--- src/rtl/uart_mm_pkg.sv ---
// Shared types and constants for the UART-fed matrix-multiply frame controller.
package uart_mm_pkg;

    typedef enum logic [1:0] {
        ST_IDLE      = 2'd0,
        ST_PAYLOAD   = 2'd1,
        ST_CHECK     = 2'd2,
        ST_WAIT_DONE = 2'd3
    } state_t;

    localparam logic [1:0] ERR_NONE     = 2'd0;
    localparam logic [1:0] ERR_CHECKSUM = 2'd1;
    localparam logic [1:0] ERR_TIMEOUT  = 2'd2;
    localparam logic [1:0] ERR_OVERRUN  = 2'd3;

    localparam logic [7:0] DEFAULT_SYNC_BYTE = 8'hA5;
    localparam int         DEFAULT_N_ELEM    = 32;

endpackage

--- src/rtl/uart_rx_event.sv ---
// Turns the UART receiver's level-style ready into a single-cycle byte event.
module uart_rx_event (
    input  logic       clk,
    input  logic       reset,
    input  logic       i_rx_ready,
    input  logic [7:0] i_rx_data,
    output logic       o_event,
    output logic [7:0] o_byte
);

    logic r_rdy_d;

    // Delayed copy of rx_ready for rising-edge detection.
    always_ff @(posedge clk or posedge reset) begin
        if (reset) begin
            r_rdy_d <= 1'b0;
        end else begin
            r_rdy_d <= i_rx_ready;
        end
    end

    // The byte is stable while ready is high, so it is taken alongside the edge.
    assign o_event = i_rx_ready & ~r_rdy_d;
    assign o_byte  = i_rx_data;

endmodule

--- src/rtl/uart_frame_ctrl.sv ---
// Frame controller: sync byte, N_ELEM payload bytes into the matrix buffer,
// XOR checksum, then hands off to the multiplier and waits for completion.
module uart_frame_ctrl
    import uart_mm_pkg::*;
#(
    parameter int         N_ELEM         = DEFAULT_N_ELEM,
    parameter logic [7:0] SYNC_BYTE      = DEFAULT_SYNC_BYTE,
    parameter int         TIMEOUT_CYCLES = 2_000_000
) (
    input  logic                      clk,
    input  logic                      reset,
    input  logic [7:0]                rx_data,
    input  logic                      rx_ready,
    input  logic                      mm_done,
    output logic                      wr_en,
    output logic [$clog2(N_ELEM)-1:0] wr_addr,
    output logic [7:0]                wr_data,
    output logic                      mm_start,
    output logic                      busy,
    output logic                      frame_ok,
    output logic [1:0]                err_code
);

    localparam int AW = $clog2(N_ELEM);
    localparam int TW = $clog2(TIMEOUT_CYCLES + 1);
    localparam logic [AW-1:0] LAST_ELEM = AW'(N_ELEM - 1);
    localparam logic [TW-1:0] TO_LAST   = TW'(TIMEOUT_CYCLES - 1);

    logic          w_event;
    logic [7:0]    w_byte;

    state_t        r_state;
    logic [AW-1:0] r_cnt;
    logic [7:0]    r_acc;
    logic [TW-1:0] r_to_cnt;
    logic          r_wr_en;
    logic [AW-1:0] r_wr_addr;
    logic [7:0]    r_wr_data;
    logic          r_mm_start;
    logic          r_frame_ok;
    logic          r_busy;
    logic [1:0]    r_err;

    uart_rx_event u_rx_event (
        .clk        (clk),
        .reset      (reset),
        .i_rx_ready (rx_ready),
        .i_rx_data  (rx_data),
        .o_event    (w_event),
        .o_byte     (w_byte)
    );

    // Frame FSM with all outputs registered; pulses default low every cycle.
    always_ff @(posedge clk or posedge reset) begin
        if (reset) begin
            r_state    <= ST_IDLE;
            r_cnt      <= '0;
            r_acc      <= 8'h00;
            r_to_cnt   <= '0;
            r_wr_en    <= 1'b0;
            r_wr_addr  <= '0;
            r_wr_data  <= 8'h00;
            r_mm_start <= 1'b0;
            r_frame_ok <= 1'b0;
            r_busy     <= 1'b0;
            r_err      <= ERR_NONE;
        end else begin
            r_wr_en    <= 1'b0;
            r_mm_start <= 1'b0;
            r_frame_ok <= 1'b0;
            case (r_state)
                ST_IDLE: begin
                    if (w_event && (w_byte == SYNC_BYTE)) begin
                        r_state  <= ST_PAYLOAD;
                        r_busy   <= 1'b1;
                        r_cnt    <= '0;
                        r_acc    <= 8'h00;
                        r_to_cnt <= '0;
                        r_err    <= ERR_NONE;
                    end
                end
                ST_PAYLOAD: begin
                    if (w_event) begin
                        r_wr_en   <= 1'b1;
                        r_wr_addr <= r_cnt;
                        r_wr_data <= w_byte;
                        r_acc     <= r_acc ^ w_byte;
                        r_to_cnt  <= '0;
                        if (r_cnt == LAST_ELEM) begin
                            r_state <= ST_CHECK;
                        end else begin
                            r_cnt <= r_cnt + 1'b1;
                        end
                    end else if (r_to_cnt == TO_LAST) begin
                        r_err   <= ERR_TIMEOUT;
                        r_state <= ST_IDLE;
                        r_busy  <= 1'b0;
                    end else begin
                        r_to_cnt <= r_to_cnt + 1'b1;
                    end
                end
                ST_CHECK: begin
                    if (w_event) begin
                        r_to_cnt <= '0;
                        if (w_byte == r_acc) begin
                            r_mm_start <= 1'b1;
                            r_frame_ok <= 1'b1;
                            r_state    <= ST_WAIT_DONE;
                        end else begin
                            r_err   <= ERR_CHECKSUM;
                            r_state <= ST_IDLE;
                            r_busy  <= 1'b0;
                        end
                    end else if (r_to_cnt == TO_LAST) begin
                        r_err   <= ERR_TIMEOUT;
                        r_state <= ST_IDLE;
                        r_busy  <= 1'b0;
                    end else begin
                        r_to_cnt <= r_to_cnt + 1'b1;
                    end
                end
                ST_WAIT_DONE: begin
                    // A byte arriving while the multiplier runs is dropped and flagged.
                    if (w_event) begin
                        r_err <= ERR_OVERRUN;
                    end
                    if (mm_done) begin
                        r_state <= ST_IDLE;
                        r_busy  <= 1'b0;
                    end
                end
                default: begin
                    r_state <= ST_IDLE;
                    r_busy  <= 1'b0;
                end
            endcase
        end
    end

    assign wr_en    = r_wr_en;
    assign wr_addr  = r_wr_addr;
    assign wr_data  = r_wr_data;
    assign mm_start = r_mm_start;
    assign frame_ok = r_frame_ok;
    assign busy     = r_busy;
    assign err_code = r_err;

endmodule

--- config.mk ---
export PLATFORM = sky130hd
export DESIGN_NAME = uart_frame_ctrl
export DESIGN_NICKNAME = d
export VERILOG_FILES = /design/src/rtl/uart_mm_pkg.sv /design/src/rtl/uart_rx_event.sv /design/src/rtl/uart_frame_ctrl.sv
export SDC_FILE = /design/constraint.sdc
export NUM_CORES = 1
export LEC_CHECK = 0
export ABC_AREA = 1
export CAP_MARGIN = 20
export CORE_MARGIN = 5
export CORE_UTILIZATION = 40
export DETAILED_ROUTE_END_ITERATION = 6
export PLACE_DENSITY = 0.66
export SYNTH_ARGS = -nofsm -noshare
export SYNTH_HDL_FRONTEND = slang
export SYNTH_HIERARCHICAL = 1
export SYNTH_SLANG_ARGS = --single-unit
export TNS_END_PERCENT = 1
--- constraint.sdc ---
create_clock -name clk -period 2.1 [get_ports clk]
set_input_delay 0.42 -clock clk [delete_from_list [all_inputs] [get_ports clk]]
set_output_delay 0.42 -clock clk [all_outputs]
set_load 0.01 [all_outputs]
; ---- Word level (Yosys, flattened, before mapping)
; Index checks and enable logic that the tools add are counted.
[word_totals]
ff_bits = 55
elab_cells = 82
[classes]
add_sub_neg = 2
eq_ne = 16
n_mux = 38
n_bitwise = 3
reduce_logical = 12
[ops]
columns = operator, n
row1 = two-way mux 21 bit, 3
row2 = one-hot mux 21 bit (2 select lines), 1
row3 = two-way mux 2 bit, 13
row4 = "adder 21 x 1 -> 21 bit, second input constant", 1
row5 = "equality test 21 bit, second input constant", 1
row6 = two-way mux 8 bit, 2
row7 = one-hot mux 2 bit (4 select lines), 2
row8 = one-hot mux 8 bit (2 select lines), 1
row9 = two-way mux 5 bit, 3
row10 = "inequality test 2 bit, second input constant", 6
row11 = AND reduction 4 bit, 3
row12 = two-way mux 1 bit, 11
row13 = one-hot mux 5 bit (2 select lines), 1
row14 = "inequality test 3 bit, second input constant", 3
row15 = AND reduction 3 bit, 3
row16 = equality test 8 bit, 1
row17 = "equality test 8 bit, second input constant", 1
row18 = bitwise XOR 8 bit, 1
row19 = "adder 5 x 1 -> 5 bit, second input constant", 1
row20 = "equality test 5 bit, second input constant", 1
row21 = "equality test 2 bit, second input constant", 2
row22 = one-hot mux 1 bit (4 select lines), 1
row23 = nonzero test 2 bit, 2
row24 = "equality test 2 x 1 -> 1 bit, second input constant", 1
row25 = 6 further kinds, 6

; ---- Logic depth before layout (Yosys ltp)
; Gate-level depths: netlist of run 1.
[depth]
word_depth = 5
ltp_mapped = 12
ltp_nobuf = 12

; ---- Hierarchy
; The synthesis of run 1 kept the hierarchy.
[by_module_without_submodules]
columns = module, instances, cells_each, area_per_inst_um2, seq_area_each_um2
row1 = uart_frame_ctrl, 1, 467, 3271.9, 1351.3
row2 = uart_rx_event, 1, 12, 98.8, 25.0

; ---- Worst setup path before layout of run 1
; No wires, ideal clock.
[synth_path]
path_type = register -> register
from = reg r_to_cnt[0]
to = reg r_to_cnt[13]
arrival_time_ps = 1444
required_ps = 1979
slack_ps = 535
path_stages_with_launch = 10
cell_sequence = dfrtp_1 -> ha_1 -> nand3_2 -> nor2_1 -> nand3_1 -> clkinv_1 -> nand2_2 -> nand2_4 -> buf_6 -> o21ai_1
[synth_via]
elab_chain_len = 4
[synth_lines]
columns = element, line
row1 = from (decl), uart_frame_ctrl.sv:35  ; logic [TW-1:0] r_to_cnt;
row2 = from (signal assigned), uart_frame_ctrl.sv:99  ; r_to_cnt <= r_to_cnt + 1'b1;
row3 = from (signal assigned), uart_frame_ctrl.sv:119  ; r_to_cnt <= r_to_cnt + 1'b1;
row4 = adder 21 x 1 -> 21 bit, "uart_frame_ctrl.sv:99, uart_frame_ctrl.sv:119"
row5 = two-way mux 21 bit, "uart_frame_ctrl.sv:94, uart_frame_ctrl.sv:114"
row6 = two-way mux 21 bit, uart_frame_ctrl.sv:83  ; if (w_event) begin
row7 = one-hot mux 21 bit (2 select lines), uart_frame_ctrl.sv:71  ; case (r_state)
; Parallel ways exist; a longest one is shown, timed or not. The select of a mux whose other input is x is not followed.
; A chain may end at the register's enable or synchronous reset.

; ---- Final worst setup path of run 1
[layout_path]
from = in rx_ready
to = reg r_cnt[3]
[layout_via]
elab_chain_len = 4
[layout_lines]
columns = element, line
row1 = from (decl), uart_frame_ctrl.sv:13  ; input logic rx_ready,
row2 = bitwise AND 1 bit *, uart_rx_event.sv:23  ; assign o_event = i_rx_ready & ~r_rdy_d;
row3 = named net w_event, uart_frame_ctrl.sv:29  ; logic w_event;
row4 = logical AND 1 bit, uart_frame_ctrl.sv:73  ; if (w_event && (w_byte == SYNC_BYTE)) begin
row5 = inequality test 2 bit (no source line), n/a
row6 = AND reduction 4 bit (no source line) *, n/a
row7 = to (signal assigned), uart_frame_ctrl.sv:92  ; r_cnt <= r_cnt + 1'b1;
row8 = to (decl), uart_frame_ctrl.sv:33  ; logic [AW-1:0] r_cnt;
; The timed path passes the listed nets; every way through them passes the cells marked *.

==> results.ini, run 1 <==
[drt]
viasPerCell = 4.90
routedWlPerCell_um = 12.7
drt_pass1_iterations = 4
vias = 3045
detail-route-antenna-nets = 0
drcViolationCount = 0
first_iter_violations = 124
wl_um = 7910

[job]
cap_violations = 0

[layout]
final_cells = 621
antenna_cells = 0
final_common_cell = nand2_1
mostFrequentLayoutCells = 170 x nand2_1, 55 x dfrtp_1, 49 x nor2_1
num-nets-final = 534
layout-drive-gt1-share_pct = 8.14
synthToLayoutAreaGrowth_pct = 17.3

[outcome]
status = finished, final reports clean

[place]
place.gp.congestion = 0.912
dp.cells = 613
dp_hpwl_um = 6090
port_buffers = 30
pre_cts_ws_ns = 0.00769

[timing]
tightest_slew_ns = 0.391
hold_viol = 0
finalSetupTns_ns = 0
final.setup_skew_ns = 0.0124
fmax_mhz = 559
finalMaxSlewViolations = 0
fin_crit_sh_pct = 85.2
fin_ws_ns = 0.310
slew_headroom_pct = 73.7
setup-violations-final = 0
rsz0062_at_grt = false
period_minus_slack_ns = 1.79

[pwr]
power_frac_clock_pct = 15.6
power.leakage_nw = 1.82
vdd_drop_max_v = 0.000412
pwr-share-seq_pct = 36.7
switching_share_pct = 41.3
p_comb_share_pct = 47.7
p_int_mw = 2.42
powerDensity_nw_per_um2 = 1040
p_sw_mw = 1.70

[setup_path]
slowest_delay_ns = 0.48
worstPathCellList = clkdlybuf4s50_1 > inv_1 > nor2_2 > buf_4 > nand2_2 > nor2_1 > inv_1 > nand2_1 > nand2_2 > o31ai_1
path_max_fanout = 10
worstPathRequired_ns = 2.32
r2r-start = r_state[1]
critical-path-top-delay-family = buffers and inverters
critPathArrivalTime_ns = 2.01
critPathKind = input port to flip-flop
cp-start-kind = input port
cp-end-kind = flip-flop
ff2ff_setup_slack_ns = 0.37
cp_slowest_cell = clkdlybuf4s50_1
worstRegToRegCells = 8
r2r-end = r_cnt[3]
path_buf_inv = 4

[clocking]
cts_made_buffers = 5
cts_resized = 0
clock_path_buffers = 2
cts_root_buffer = clkbuf_8
cts_hold_repair.buffers = 0
cts_tree = done
clock_latency_ns = 0.32
cts.sinks = 55
path_clk_slew_ns = 0.11
htreeDepth = 2
postCtsSetupRepairBufs = 0

[synth]
synth_top_area_share_pct = 40.8
synth_cell_types = 33
yosys.area.top_type = dfrtp_1
synth_cells = 479
synth_area_um2 = 3370
ys_ff_latch = 55
yosys-top-cells-area = dfrtp_1 41%, nand2_1 19%, inv_1 5.5%
syn_area_per_cell_um2 = 7.04
ys_warn_count = 6
synthesis.nets = 498
yosysSeqAreaShare_pct = 40.8

[floorplan]
design.core.area_um2 = 8220
core.rowCount = 33
io_pins = 31
die_w_um = 102
dieHeight_um = 102
dieArea_um2 = 10400
initial_core_util_pct = 41.0

[global_routing]
grt_pass1_wl_um = 13500
antenna_found_initial = 0
track_usage_pct = 16.1
grt_max_degree = 27
grt_pass1_vias = 2904
overflow = 0

[min_path]
holdCritPathClass = input port to asynchronous set/reset pin

==> power by group through the flow <==
| stage | logic, mW | registers, mW | clock network [mW] |
|---|---|---|---|
| 6_report | 1.96 | 1.51 | 0.643 |
| 5_1_grt | 2.20 | 1.55 | 0.697 |
| 4_1_cts | 1.98 | 1.52 | 0.663 |
| 3_5_place_dp | 1.97 | 1.54 | 0 |
| 3_3_place_gp | 1.94 | 1.52 | 0 |
| 2_1_floorplan | 1.14 | 1.58 | 0 |
==> stage by stage <==
step | hold WS, ns | area (um^2) | total power, mW | utilization (%)
after floorplan | 0.149 | 3370 | 2.73 | -
after global placement | 0.463 | 3860 | 3.46 | 47.0
after detailed placement | 0.466 | 3860 | 3.51 | 47.0
after CTS | 0.265 | 3960 | 4.16 | 48.1
after global routing | 0.273 | 3960 | 4.44 | 48.1
final | 0.270 | 3960 | 4.12 | 48.1
==> synth_stat cells <==
master / number
nand3_1: 24
nand2_4: 1
nor2_1: 49
o21bai_1: 1
nand4_1: 17
clkbuf_1: 6
o21ai_1: 15
buf_2: 1
dfrtp_1: 55
nor3_1: 8
a21oi_1: 3
and3_1: 1
nor3_2: 1
nand2_1: 170
a22oi_4: 1
nand3b_1: 2
buf_4: 9
o21ai_0: 27
inv_1: 49
ha_1: 7
clkinv_1: 2
o21a_1: 1
inv_2: 2
nand2_2: 5
xnor2_1: 1
o31ai_1: 2
nor2_2: 2
nand3_2: 2
nor3b_1: 1
xor2_1: 9
buf_6: 3
and2_1: 1
or2_2: 1
==> flip-flops by register name (all words and copies together), names as in the netlist <==
name and cells:
r_state 2, wr_addr 5, err_code 2, r_cnt 5, wr_en 1, frame_ok 1, busy 1, r_to_cnt 21
wr_data 8, u_rx_event/r_rdy_d 1, r_acc 8
==> area by class of cell <==
cell class	instances	area, um^2
flip-flops and latches	55	1380
repair buffers	48	485
well taps	105	131
inverters	53	199
clock inverters	3	27.5
fillers	821	4260
multi-input cells	352	1670
clock buffers	5	68.8
==> kinds of logic (layout without fill, tap and decap cells) <==
family	count (synthesis)	count (layout)	share of synthesized area (%)
buf+inv	72	109	9.73
fa+ha+maj	7	7	2.60
compound gates	50	50	8.20
xor+xnor	10	10	2.60
flops	55	55	40.8
simple gates	285	285	36.0
==> worst reg2reg max path: stages, from the launching register on <==
cell and delay (ns):
dfrtp_1 0.44, inv_1 0.10, ha_1 0.30, nand2_2 0.13, nor2_1 0.16, inv_1 0.06, nand2_1 0.07, nand2_2 0.13
o31ai_1 0.25
==> per-layer routing <==
layer | vias up | global-route usage [%] | routed length, um
li1 | 1573 | - | -
met1 | 1388 | 21.0 | 3570
met4 | 0 | 4.60 | 119
met2 | 73 | 27.7 | 3830
met5 | - | 0 | 0
met3 | 11 | 2.48 | 400
==> worst max-delay path by stage <==
stage               cells past startpoint      endpoint  slack (ns)  startpoint
finish                                 10      r_cnt[3]        0.31    rx_ready
global placement                       13  r_to_cnt[14]        0.05    rx_ready
detailed placement                     10      r_cnt[3]       0.008    rx_ready
CTS                                    10      r_cnt[3]        0.34    rx_ready
global route                           10      r_cnt[2]        0.13    rx_ready
floorplan                               1          busy        0.37       reset
No activity file was read; power rests on OpenSTA's default activity.
==> run 2: changes to the inputs <==
ABC_AREA = not set   (was 1)
PLACE_DENSITY = 0.67   (was 0.66)
==> run 2 against run 1 <==
The flow now finishes with violations (negative setup slack). Cell area is 2.5% higher. Sequential cell count did not move. Clock skew up 0.0045 ns. Highest routed layer unchanged. Critical path depth decreased by 2.
==> results.ini, run 2 <==
[synth]
synthesis.nets = 324  ; was 498
yosys-top-cells-area = dfrtp_1 45%, xnor2_1 5.5%, mux2_2 4.8%  ; was dfrtp_1 41%, nand2_1 19%, inv_1 5.5%
syn_area_per_cell_um2 = 9.93  ; was 7.04 um^2
synth.top_cells.by_count = 55 x dfrtp_1, 25 x nand2_1, 25 x nor2_1, 25 x o21ai_0, 19 x xnor2_1  ; was 170 x nand2_1, 55 x dfrtp_1, 49 x inv_1, 49 x nor2_1, 27 x o21ai_0
synth-async-reset-ratio_pct = 100  ; unchanged
ys_ff_latch = 55  ; unchanged
synth_ff_type = dfrtp_1  ; unchanged
synth_most_common_cell = dfrtp_1  ; was nand2_1
synth_cells = 305  ; was 479
yosys.area.top_type = dfrtp_1  ; unchanged
synth_area_um2 = 3030  ; was 3370 um^2
synth_top_area_share_pct = 45.4  ; was 40.8%
synth_edf_count = 0  ; unchanged
yosysSeqAreaShare_pct = 45.4  ; was 40.8%
synth_cell_types = 51  ; was 33
ys_warn_count = 6  ; unchanged

[setup_path]
cp_slowest_cell = dfrtp_1  ; was clkdlybuf4s50_1
worstPathCellList = nor2b_4 > nand4b_1 > o41a_1 > nor4_2 > buf_4 > nand3b_1 > or3_4 > a21oi_2  ; was clkdlybuf4s50_1 > inv_1 > nor2_2 > buf_4 > nand2_2 > nor2_1 > inv_1 > nand2_1 > nand2_2 > o31ai_1
cp-start-kind = flip-flop  ; was input port
critical-path-top-delay-family = simple AND/OR/NAND/NOR gates  ; was buffers and inverters
path_buf_inv = 1  ; was 4
critPathKind = flip-flop to flip-flop  ; was input port to flip-flop
cp-end-kind = flip-flop  ; unchanged
worstPathRequired_ns = 2.35  ; was 2.32 ns
slowest_delay_ns = 0.41  ; was 0.48 ns
path_max_fanout = 4  ; was 10
critPathArrivalTime_ns = 2.47  ; was 2.01 ns

[drt]
wl_um = 6860  ; was 7910 um
drt_pass1_iterations = 4  ; unchanged
routedWlPerCell_um = 14.3  ; was 12.7 um
viasPerCell = 5.05  ; was 4.90
vias = 2416  ; was 3,045
drcViolationCount = 0  ; unchanged
detail-route-antenna-nets = 0  ; unchanged
first_iter_violations = 82  ; was 124

[floorplan]
core.rowCount = 31  ; was 33
initial_core_util_pct = 41.3  ; was 41.0%
design.core.area_um2 = 7330  ; was 8220 um^2
io_pins = 31  ; unchanged
dieHeight_um = 97.0  ; was 102 um
dieArea_um2 = 9410  ; was 10,400 um^2
die_w_um = 97.0  ; was 102 um

[timing]
rsz0062_at_grt = true  ; was false
hold_viol = 0  ; unchanged
fin_ws_ns = -0.122  ; was 0.310 ns
slew_headroom_pct = 70.4  ; was 73.7%
finalSetupTns_ns = -0.508  ; was 0 ns
finalMaxSlewViolations = 0  ; unchanged
tightest_slew_ns = 0.440  ; was 0.391 ns
final.setup_skew_ns = 0.0169  ; was 0.0124 ns
period_minus_slack_ns = 2.22  ; was 1.79 ns
hold_ws_ns = 0.295  ; was 0.270 ns
fmax_mhz = 450  ; was 559 MHz
fin_crit_sh_pct = 106  ; was 85.2%
setup-violations-final = 10  ; was 0

[place]
port_buffers = 30  ; unchanged
dp.cells = 465  ; was 613
place.gp.congestion = 0.857  ; was 0.912
dp_hpwl_um = 4870  ; was 6090 um
placed_area_um2 = 3770  ; was 3860 um^2
pre_cts_ws_ns = -0.655  ; was 0.00769 ns

[outcome]
failed_checks = negative setup slack
status = finished with violations  ; was finished, final reports clean

[layout]
synthToLayoutAreaGrowth_pct = 33.8  ; was 17.3%
post-route-util_pct = 55.3  ; was 48.1%
final_area_um2 = 4050  ; was 3960 um^2
num-nets-final = 397  ; was 534
antenna_cells = 0  ; unchanged
layout-drive-gt1-share_pct = 27.7  ; was 8.14%
mostFrequentLayoutCells = 55 x dfrtp_1, 45 x buf_4, 25 x nand2_1  ; was 170 x nand2_1, 55 x dfrtp_1, 49 x nor2_1
final_common_cell = dfrtp_1  ; was nand2_1
final_cells = 478  ; was 621
top_register = r_to_cnt  ; unchanged
largest_reg_flops = 21  ; unchanged

[pwr]
total_power_mw = 4.30  ; was 4.12 mW
powerDensity_nw_per_um2 = 1060  ; was 1040 nW/um^2
vdd_drop_max_v = 0.000604  ; was 0.000412 V
power.leakage_nw = 1.80  ; was 1.82 nW

[clocking]
cts.sinks = 55  ; unchanged
htreeDepth = 2  ; unchanged
clock_path_buffers = 2  ; unchanged
clock_latency_ns = 0.32  ; about the same
cts_made_buffers = 5  ; unchanged
cts_tree = done  ; unchanged
cts_hold_repair.buffers = 0  ; unchanged
path_clk_slew_ns = 0.10  ; was 0.11 ns
cts_root_buffer = clkbuf_8  ; unchanged

[global_routing]
antenna_found_initial = 0  ; unchanged
overflow = 0  ; unchanged
grt_max_degree = 55  ; was 27
track_usage_pct = 15.3  ; was 16.1%
grt_pass1_vias = 2614  ; was 2,904
grt_pass1_wl_um = 12200  ; was 13,500 um

[min_path]
holdCritPathClass = input port to asynchronous set/reset pin  ; unchanged

[job]
cap_violations = 0  ; unchanged

==> run 2: changes by cell type after synthesis, sizes merged, moves of 8 or more <==
cell	change
nand2	-151
inv	-40
nor2	-26
xnor2	+18
o21ai	-17
nand3	-16
mux2	+13
nand4	-13
nor2b	+12
nand2b	+11
nor4	+10
xor2	-8
==> run 2: worst register-to-register path, delay by kind of cell, from the launching register on <==
family,cells,cell delay (ns)
DFF,1,0.41
and+or+nand+nor,5,1.08
AOI/OAI and AO/OA,2,0.53
buffers and inverters,1,0.16
==> run 2: path summary, 6_finish.rpt <==
path	from	end	slack, ns	depth (start not counted)
setup reg to reg	u_rx_event/r_rdy_d	r_to_cnt[19]	-0.12	8
hold reg to reg	busy	busy	0.52	1
hold / removal	reset	u_rx_event/r_rdy_d	0.29	2
setup / recovery	u_rx_event/r_rdy_d	r_to_cnt[19]	-0.12	8
max in group asynchronous	reset	r_state[0]	1.36	3
min in group clk	rx_ready	u_rx_event/r_rdy_d	0.36	1
==> run 2: cells by family after synthesis <==
kind of cell,after synthesis,synth area share [%]
xor gates and xnor gates,20,5.78
AOI/OAI and AO/OA,50,10.5
muxes,13,4.83
adders and majority gates,7,2.89
buffers and inverters,29,5.29
DFF,55,45.4
and+or+nand+nor,131,25.3
==> run 2: cell type report <==
type | instances | area, um^2
multi-input combinational | 222 | 1640
inverter | 11 | 41.3
fill | 617 | 3280
timing repair buffer | 83 | 762
sequential | 55 | 1380
tap | 99 | 124
clock inverter | 3 | 43.8
clock buffer | 5 | 68.8
==> run 2: timing repair <==
action                                  4_1_cts  5_1_grt
cloned                                        1        0
endpoints found under the setup margin       37       37
setup buffers                                 1        3
pin swaps                                     8       10
resized for setup                            17       23
==> run 2: power breakdown <==
group	switching, mW	internal, mW
Clock	0.370	0.356
Combinational	0.999	1.07
Sequential	0.191	1.32
==> run 2: layer usage <==
layer / part of all wire [%] / vias to the layer above / global-route usage (%)
met1: 45 / 1166 / 18.8
met4: 1.8 / 0 / 4.86
li1: - / 1207 / -
met3: 2.7 / 10 / 3.17
met2: 50 / 33 / 26.8
met5: 0 / - / 0
==> run 3: changes to the inputs <==
REMOVE_ABC_BUFFERS = 1   (was not set)
TNS_END_PERCENT = 10   (was 1)
==> run 3 against run 2 <==
The flow now finishes without violations. Clock power is 3.9% higher. First-iteration DRC count is 6.1% lower. Power is 2.1% lower. Non-clock buffer count is 8 lower. Die area stayed put. Register-to-register slack better by 0.14 ns. Critical path depth is 1 lower. Combinational power is 5% lower. Utilization is 2.2 points lower. Critical endpoint is now r_to_cnt[18]. Highest routed layer unchanged.
==> results.ini, run 3 (synthesized netlist as in run 2, its figures left out) <==
[layout]
antenna_cells = 0  ; unchanged
layout-drive-gt1-share_pct = 24.9  ; was 27.7%
largest_reg_flops = 21  ; unchanged
top_register = r_to_cnt  ; unchanged
final_cells = 469  ; was 478
num-nets-final = 388  ; was 397
post-route-util_pct = 53.0  ; was 55.3%
synthToLayoutAreaGrowth_pct = 28.4  ; was 33.8%
final_area_um2 = 3890  ; was 4050 um^2
mostFrequentLayoutCells = 55 x dfrtp_1, 43 x buf_4, 25 x nand2_1  ; was 55 x dfrtp_1, 45 x buf_4, 25 x nand2_1
final_common_cell = dfrtp_1  ; unchanged

[floorplan]
initial_core_util_pct = 41.3  ; unchanged
dieHeight_um = 97.0  ; unchanged
dieArea_um2 = 9410  ; unchanged
core.rowCount = 31  ; unchanged
design.core.area_um2 = 7330  ; unchanged
io_pins = 31  ; unchanged
die_w_um = 97.0  ; unchanged

[pwr]
vdd_drop_max_v = 0.000746  ; was 0.000604 V
total_power_mw = 4.21  ; was 4.30 mW
powerDensity_nw_per_um2 = 1080  ; was 1060 nW/um^2
power.leakage_nw = 1.70  ; was 1.80 nW

[setup_path]
cp_common_cell = or2_4
worstPathCellList = nor2b_4 > nand4b_1 > o41a_1 > or2_4 > or2_4 > or3_1 > a21oi_1  ; was nor2b_4 > nand4b_1 > o41a_1 > nor4_2 > buf_4 > nand3b_1 > or3_4 > a21oi_2
critPathKind = flip-flop to flip-flop  ; unchanged
cp-end-kind = flip-flop  ; unchanged
path_max_fanout = 7  ; was 4
worstPathRequired_ns = 2.34  ; was 2.35 ns
critPathArrivalTime_ns = 2.32  ; was 2.47 ns
slowest_delay_ns = 0.41  ; about the same
cp-start-kind = flip-flop  ; unchanged
cp_slowest_cell = dfrtp_1  ; unchanged

[drt]
vias = 2405  ; was 2,416
viasPerCell = 5.13  ; was 5.05
first_iter_violations = 77  ; was 82
routedWlPerCell_um = 14.3  ; about the same
drcViolationCount = 0  ; unchanged
wl_um = 6710  ; was 6860 um
drt_pass1_iterations = 4  ; unchanged
detail-route-antenna-nets = 0  ; unchanged

[job]
cap_violations = 0  ; unchanged

[clocking]
clock_latency_ns = 0.31  ; was 0.32 ns
cts_root_buffer = clkbuf_8  ; unchanged
clock_path_buffers = 2  ; unchanged
htreeDepth = 2  ; unchanged
cts_tree = done  ; unchanged
cts_hold_repair.buffers = 0  ; unchanged
path_clk_slew_ns = 0.10  ; about the same
cts.sinks = 55  ; unchanged
cts_made_buffers = 5  ; unchanged

[min_path]
holdCritPathClass = input port to asynchronous set/reset pin  ; unchanged

[timing]
finalSetupTns_ns = 0  ; was -0.508 ns
finalMaxSlewViolations = 0  ; unchanged
setup-violations-final = 0  ; was 10
period_minus_slack_ns = 2.09  ; was 2.22 ns
hold_viol = 0  ; unchanged
fin_crit_sh_pct = 99.3  ; was 106%
rsz0062_at_grt = true  ; unchanged
final.setup_skew_ns = 0.0148  ; was 0.0169 ns
tightest_slew_ns = 0.402  ; was 0.440 ns
slew_headroom_pct = 72.9  ; was 70.4%
fmax_mhz = 480  ; was 450 MHz

[global_routing]
grt_pass1_vias = 2444  ; was 2,614
grt_max_degree = 55  ; unchanged
antenna_found_initial = 0  ; unchanged
overflow = 0  ; unchanged
track_usage_pct = 14.5  ; was 15.3%
grt_pass1_wl_um = 11600  ; was 12,200 um

[outcome]
status = finished, final reports clean  ; was finished with violations

[place]
dp_hpwl_um = 4850  ; was 4870 um
dp.cells = 459  ; was 465
port_buffers = 30  ; unchanged
place.gp.congestion = 0.852  ; was 0.857
placed_area_um2 = 3670  ; was 3770 um^2

-- run 3: cell types whose count changed in the layout (fill, tap and decap cells not counted), sizes merged --
| cell | delta |
|---|---|
| clkinv | -2 |
| dlygate4sd2 | +5 |
| or2 | -1 |
| clkbuf | +1 |
| dlymetal6s2s | -5 |
| inv | +1 |
| buf | -8 |
-- run 3: where the power goes --
part	total [mW]	switching [mW]	internal, mW
clock	0.754	0.361	0.393
sequential	1.50	0.186	1.32
combinational	1.96	0.957	1.00
-- run 3: worst paths after layout --
| kind | slack, ns | to | depth (start not counted) | startpoint |
|---|---|---|---|---|
| setup / recovery | 0.01 | r_to_cnt[18] | 7 | u_rx_event/r_rdy_d |
| hold / removal | 0.28 | u_rx_event/r_rdy_d | 2 | reset |
| setup reg to reg | 0.01 | r_to_cnt[18] | 7 | u_rx_event/r_rdy_d |
| hold reg to reg | 0.52 | busy | 1 | busy |
| max in group asynchronous | 1.36 | r_acc[3] | 3 | reset |
| min in group clk | 0.37 | u_rx_event/r_rdy_d | 1 | rx_ready |
-- run 3: worst max-delay path: cells and delay by family (launching register included) --
family | cells | cell delay [ns]
compound gates | 2 | 0.51
flops | 1 | 0.41
simple gates | 5 | 1.09
-- run 3: timing repair --
| action | CTS | global route |
|---|---|---|
| setup buffers | 1 | 1 |
| hold endpoints to repair | 0 | 0 |
| pin swaps | 9 | 6 |
| resized for setup | 10 | 22 |
| setup endpoints to repair | 36 | 27 |
-- run 3: per-layer routing --
layer / global-route usage [%] / vias to the layer above / wire (um)
met5: 0 / - / 0
met4: 4.10 / 0 / 73
met3: 3.45 / 6 / 229
met2: 24.2 / 31 / 3290
met1: 18.9 / 1179 / 3110
li1: - / 1189 / -
-- run 3: cell type report --
class | instances | area [um^2]
fillers | 685 | 3440
flip-flops and latches | 55 | 1380
multi-input cells | 221 | 1580
clock buffers | 6 | 82.6
clock inverters | 2 | 38.8
repair buffers | 75 | 643
inverters | 11 | 41.3
well taps | 99 | 124
-- run 3: metrics by stage --
step | hold WS (ns) | setup WS, ns
3_5_place_dp | 0.496 | -0.679
4_1_cts | 0.273 | -0.00660
3_3_place_gp | 0.486 | -0.589
5_1_grt | 0.309 | -0.138
2_1_floorplan | 0.149 | -0.368
6_report | 0.284 | 0.0146
